==> src/rtl/prewish5k_button_conditioner.sv <==
// Pushbutton and DIP-switch conditioner: synchronizes raw inputs, debounces press and
// release, strobes out the DIP mask once per qualified press and locks out re-triggering.
module prewish5k_button_conditioner #(
  parameter int DEBOUNCE_BITS = 16,
  parameter int LOCKOUT_BITS  = 20
) (
  input  logic       i_clk,
  input  logic       RST_I,
  input  logic       i_button_n,
  input  logic [7:0] i_dip_n,
  output logic       o_button,
  output logic       STB_O,
  output logic [7:0] DAT_O,
  output logic       o_busy
);

  localparam int CNT_BITS = (DEBOUNCE_BITS > LOCKOUT_BITS) ? DEBOUNCE_BITS : LOCKOUT_BITS;
  localparam logic [CNT_BITS-1:0] DB_MAX = CNT_BITS'({DEBOUNCE_BITS{1'b1}});
  localparam logic [CNT_BITS-1:0] LO_MAX = CNT_BITS'({LOCKOUT_BITS{1'b1}});

  localparam logic [2:0] S_IDLE       = 3'd0;
  localparam logic [2:0] S_PRESS_DB   = 3'd1;
  localparam logic [2:0] S_HELD       = 3'd2;
  localparam logic [2:0] S_RELEASE_DB = 3'd3;
  localparam logic [2:0] S_LOCKOUT    = 3'd4;

  logic                btn_meta;
  logic                btn_sync;
  logic                btn;
  logic [7:0]          dip_meta;
  logic [7:0]          dip_sync;
  logic [2:0]          state;
  logic [CNT_BITS-1:0] cnt;

  // Two-flop synchronizers; btn is registered so a clean press strobes 2^DEBOUNCE_BITS+3 edges after sampling
  always_ff @(posedge i_clk or posedge RST_I) begin
    if (RST_I) begin
      btn_meta <= 1'b1;
      btn_sync <= 1'b1;
      btn      <= 1'b0;
      dip_meta <= 8'hFF;
      dip_sync <= 8'hFF;
    end else begin
      btn_meta <= i_button_n;
      btn_sync <= btn_meta;
      btn      <= ~btn_sync;
      dip_meta <= i_dip_n;
      dip_sync <= dip_meta;
    end
  end

  always_ff @(posedge i_clk or posedge RST_I) begin
    if (RST_I) begin
      state    <= S_IDLE;
      cnt      <= '0;
      o_button <= 1'b0;
      STB_O    <= 1'b0;
      DAT_O    <= 8'h00;
      o_busy   <= 1'b0;
    end else begin
      STB_O <= 1'b0;
      case (state)
        S_IDLE: begin
          if (btn) begin
            state <= S_PRESS_DB;
            cnt   <= '0;
          end
        end
        S_PRESS_DB: begin
          if (!btn) begin
            state <= S_IDLE;
            cnt   <= '0;
          end else if (cnt == DB_MAX) begin
            state    <= S_HELD;
            cnt      <= '0;
            STB_O    <= 1'b1;
            DAT_O    <= ~dip_sync;
            o_button <= 1'b1;
          end else begin
            cnt <= cnt + CNT_BITS'(1);
          end
        end
        S_HELD: begin
          if (!btn) begin
            state <= S_RELEASE_DB;
            cnt   <= '0;
          end
        end
        S_RELEASE_DB: begin
          // A bounce back to pressed returns to HELD silently; only a stable release ends the press
          if (btn) begin
            state <= S_HELD;
            cnt   <= '0;
          end else if (cnt == DB_MAX) begin
            state    <= S_LOCKOUT;
            cnt      <= '0;
            o_button <= 1'b0;
            o_busy   <= 1'b1;
          end else begin
            cnt <= cnt + CNT_BITS'(1);
          end
        end
        S_LOCKOUT: begin
          if (cnt == LO_MAX) begin
            state  <= S_IDLE;
            cnt    <= '0;
            o_busy <= 1'b0;
          end else begin
            cnt <= cnt + CNT_BITS'(1);
          end
        end
        default: begin
          state    <= S_IDLE;
          cnt      <= '0;
          o_button <= 1'b0;
          o_busy   <= 1'b0;
        end
      endcase
    end
  end

endmodule

==> config.mk <==
export PLATFORM = sky130hd
export DESIGN_NAME = prewish5k_button_conditioner
export DESIGN_NICKNAME = d
export VERILOG_FILES = /design/src/rtl/prewish5k_button_conditioner.sv
export SDC_FILE = /design/constraint.sdc
export NUM_CORES = 1
export LEC_CHECK = 0
export CAP_MARGIN = 0
export CORE_MARGIN = 2
export CORE_UTILIZATION = 27
export CTS_CLUSTER_DIAMETER = 80
export CTS_CLUSTER_SIZE = 10
export DETAILED_ROUTE_END_ITERATION = 8
export GPL_ROUTABILITY_DRIVEN = 0
export PLACE_DENSITY_LB_ADDON = 0.2
export SLEW_MARGIN = 15
export SYNTH_ARGS = -nofsm -noshare
export SYNTH_HDL_FRONTEND = slang
export SYNTH_SLANG_ARGS = --single-unit
==> constraint.sdc <==
create_clock -name i_clk -period 5 [get_ports i_clk]
set_clock_uncertainty 0.15 [all_clocks]
set_input_delay 0.5 -clock i_clk [delete_from_list [all_inputs] [get_ports i_clk]]
set_output_delay 0.5 -clock i_clk [all_outputs]
set_load 0.005 [all_outputs]
**Word-level counts from Yosys, hierarchy flattened**

Index checks and enable logic that the tools add are counted.

- Logic and storage cells: 65
- Register bits: 53
- Output and inout port bits: 11
- Bits of input ports: 11

- Mux-type cells: 26
- Reductions and logical operators: 8
- Add/subtract/negate cells: 1
- Equal/unequal tests: 15
- Bitwise logic cells: 4

Operator list:

| kind | count |
|---|---|
| $mux 20 | 6 |
| $pmux 20 s5 | 1 |
| $mux 3 | 7 |
| $add 20x1->20 const B | 1 |
| $eq 20x16->1 const B | 1 |
| $eq 20x20->1 const B | 1 |
| $pmux 3 s5 | 1 |
| $ne 2x2->1 const B | 7 |
| $reduce_and 5->1 | 2 |
| $mux 1 | 9 |
| $not 8->8 | 1 |
| $eq 3x2->1 const B | 2 |
| $ne 3x3->1 const B | 2 |
| $pmux 1 s3 | 2 |
| $reduce_or 3->1 | 2 |
| $reduce_and 4->1 | 1 |
| $eq 3x1->1 const B | 1 |
| $eq 3x3->1 const B | 1 |
| $logic_not 3->1 | 1 |
| $not 1->1 | 3 |
| $reduce_and 3->1 | 1 |
| $reduce_and 2->1 | 1 |

**Logic depth before layout (Yosys ltp)**

- Depth in word-level cells: 4
- Gate-level depth with buffers: 8
- Depth with buffers taken out: 6

**Least setup slack after synthesis**

Ideal clock, no wire load.

- Path kind: flip-flop to flip-flop
- Start: register cnt[0]
- End: register cnt[0]
- Data required time: 4.719 ns
- Setup slack: 2.836 ns
- Cell stages (with the launch flop): 7
- Buffers on the path: 1
- Arrival: 1.883 ns
- Clock period less this slack: 2.164 ns
- Library setup time: 0.131 ns
- Cells stage by stage: dfrtp_1 > ha_1 > nand2_1 > or4_4 > o311ai_4 > buf_6 > o221ai_2

- Longest elaborated chain between the ends: 4
- Elaborated cells on any way between the ends: 8
- Those cells by class: add/sub (1); eq/ne (2); mux (5)

RTL lines:

| element | line | RTL |
|---|---|---|
| from (decl) | 33 | `logic [CNT_BITS-1:0] cnt;` |
| from (signal assigned) | 80 | `cnt <= cnt + CNT_BITS'(1);` |
| from (signal assigned) | 100 | `cnt <= cnt + CNT_BITS'(1);` |
| from (signal assigned) | 109 | `cnt <= cnt + CNT_BITS'(1);` |
| $add 20x1->20 or $eq 20x16->1 (tied branches) | n/a |  |
| $mux 20 | 73, 94 |  |
| $mux 20 (on tied branches) | 91, 70 |  |
| $pmux 20 s5 (*) | 62 | `case (state)` |

Every way passes the cells marked *; elsewhere a longest branch is shown, timed or not.
A chain may end at the register's enable or synchronous reset.

**Final worst setup path**

- Start: register cnt[0]
- End: register cnt[19]

Same word-level chain as after synthesis.

==> impl_metrics.csv <==
group,metric,value,unit
outcome,status,"completed",
cts,cts_resized,0,
synth,syn_area_per_cell,11.8,sq um
synth,yosysWarnings,0,
grt,antenna_found_initial,0,
detailed_routing,viasPerCell,4.85,
layout,fin_area,0.00273,sq mm
synth,synth_most_common_cell,"dfrtp_1",
sta,final.period_utilization,58.7,%
layout,post-route-util,31.7,%
sta,tightest_slew,1.10,ns
layout,final_cells,327,
worst_setup_path,critical_path.max_stage_delay,0.96,ns
worst_setup_path,rr_endpoint,"cnt[19]$_DFFE_PP0P_",
die,io_pins,22,
pwr,power_per_cell_area,269,mW/mm^2
synth,async_flop_share,100,%
detailed_routing,drc,0,
sta,worst_slack,2.06,ns
synth,synthTopCellsByArea,"dfrtp_1, dfstp_2, a21oi_1",
detailed_routing,met2_length,2120,um
worst_setup_path,arrival,2.92,ns
synth,ys_top_cells_by_count,"dfrtp_1, a21oi_1, dfstp_2, nand2_1, inv_1",
sta,worst_hold_slack,0.208,ns
detailed_routing,top_layer,"met4",
sta,slew_viol_final,0,
sta,rsz0062_at_grt,"false",
sta,setup_violations,0,
grt,grt_use_total,9.90,%
placement,io_buffers,21,
cts,clkLatencyLatePin,0.30,ns
die,core,0.00859,sq mm
synth,synth_edf_count,0,
cts,cts_hold_buf,0,
die,dieArea,0.00951,sq mm
pwr,p_leak,1.02,nW
placement,place_worst_setup_slack,2.00,ns
min_path,worstHoldPathCells,0,
synth,yosysSeqAreaShare,57.1,%
sta,fin_tns_setup,0,ns
cts,cts_sinks,53,
cts,postCtsSetupBuffers,0,
worst_setup_path,path_cells,"ha_1, nand2_1, or4_4, o311ai_4, a22oi_1",
min_path,hold_end,"dip_sync[5]$_DFF_PP1_",
layout,fin_nets,230,
min_path,min_from,"dip_meta[5]$_DFF_PP1_",
placement,dp.final_hpwl,3070,um
synth,synth_cells,201,
layout,area_growth,15.4,%
worst_setup_path,worst-r2r-setup-slack,2.06,ns
die,die_x,97.5,um
worst_setup_path,worstSetupEndpointType,"register",
pwr,ir_drop,120,uV
layout,fillers,899,
die,initial_core_util,27.5,%
synth,yosys.area.top_type,"dfrtp_1",
sta,slew_headroom,26.8,%
detailed_routing,met3_length,136,um
cts,cts_root_buf,"clkbuf_8",
cts,cts_made_buffers,5,
min_path,hold_class,"reg2reg",
worst_setup_path,cp.required,4.98,ns
detailed_routing,dr_total_vias,1586,
job,cap_viol_max_count,0,
grt,grt_overflow,0,
layout,drive_above_1_share,19.2,%
detailed_routing,firstDrtPassIters,4,
detailed_routing,ant_nets,0,
placement,dp.cells,319,
pwr,power,0.733,mW
sta,hold_violations,0,
worst_setup_path,critPathMaxFanout,22,
worst_setup_path,slowest_stage,"o311ai_4",
grt,grt_pass1_vias,1472,
synth,syn_area,0.00236,sq mm
grt,grt_pass1_wl,7610,um
synth,synth_top_area_share,37.1,%
detailed_routing,routedWlPerCell,14.3,um
synth,synthesis.nets,213,
die,die_y,97.5,um
detailed_routing,drtIter0Drc,117,
synth,synthDistinctLibCells,49,
worst_setup_path,worst_r2r_path_depth,5,
synth,synth-seq-cells,53,
cts,cts-htree-levels,2,
grt,grt_max_degree,54,
sta,clock.fmax,0.340,GHz
worst_setup_path,startpoint_type,"register",
detailed_routing,met1_length,2390,um
cts,clockBufferDepth,2,
sta,finalCriticalPeriod,2.94,ns
cts,cts_tree,"yes",
worst_setup_path,critPathKind,"reg2reg",
cts,path_clk_slew,0.10,ns
detailed_routing,postRouteWirelength,4690,um
layout,antenna_cells,0,
placement,dpl_cell_area,0.00263,sq mm
die,row_count,34,
worst_setup_path,regToRegStartpoint,"cnt[0]$_DFFE_PP0P_",
synth,synth_ff_type,"dfrtp_1",
where the power goes:
part	leakage [nW]	switching, mW	internal (mW)
Combinational	0.306	0.0224	0.0132
Clock	0.0447	0.145	0.101
Sequential	0.672	0.00697	0.444
Total	1.02	0.175	0.558
worst max path at each step:
stage / from / end / cells past startpoint
floorplan: cnt[0]$_DFFE_PP0P_ / cnt[0]$_DFFE_PP0P_ / 6
global placement: cnt[0]$_DFFE_PP0P_ / cnt[19]$_DFFE_PP0P_ / 5
detailed placement: cnt[0]$_DFFE_PP0P_ / cnt[19]$_DFFE_PP0P_ / 5
CTS: cnt[0]$_DFFE_PP0P_ / cnt[19]$_DFFE_PP0P_ / 5
global route: cnt[0]$_DFFE_PP0P_ / cnt[12]$_DFFE_PP0P_ / 5
finish: cnt[0]$_DFFE_PP0P_ / cnt[19]$_DFFE_PP0P_ / 5
area by class of cell:
class                      count  area, sq um  area share, %
tap                          108          135           4.96
sequential                    53         1350           49.5
clock inverter                 3         25.0          0.918
multi-input combinational    126          892           32.7
inverter                      10         37.5           1.38
clock buffer                   5         68.8           2.53
timing repair buffer          22          218           7.99
placed cells by master (no fill, tap or decap), drive strengths merged, types with 2 or more instances in the layout:
master	netlist	layout
or2	2	2
or3	5	5
a211oi	2	2
a22oi	9	9
inv	9	10
a2111oi	2	2
a31oi	7	7
o31ai	6	6
dfrtp	35	35
o21ai	8	8
nand4	4	4
or4	7	7
clkdlybuf4s50	0	21
nand3	6	6
xor2	4	4
a21oi	18	18
o2111ai	4	4
nor4	3	3
clkinv	1	2
clkbuf	3	5
nand2	10	10
nor2	5	5
xnor2	7	7
dfstp	18	18
flip-flops by register name, summed over array words and instances, names as in the netlist:
signal and flops:
btn 1, o_button 1, dip_sync 8, btn_sync 1, btn_meta 1, dip_meta 8
cnt 20, STB_O 1, DAT_O 8, o_busy 1, state 3
metal layers:
metal  global-route usage [%]  vias to the layer above
met1                     14.8                      777
met2                     14.1                       24
met5                        0                        -
li1                         -                      783
met4                     3.53                        0
met3                     1.94                        2
critical path: cells and delay by family (launching register included):
family          cells  cell delay, ns
compound gates      2            1.18
fa+ha+maj           1            0.24
flops               1            0.47
simple gates        2            0.72
cells by family after synthesis:
kind of cell    synth area share, %
simple gates                   12.3
fa+ha+maj                     0.530
compound gates                 20.1
xor+xnor                       4.40
buf+inv                        5.14
flops                          57.1
mux                           0.424
No activity file was read; power rests on OpenSTA's default activity.
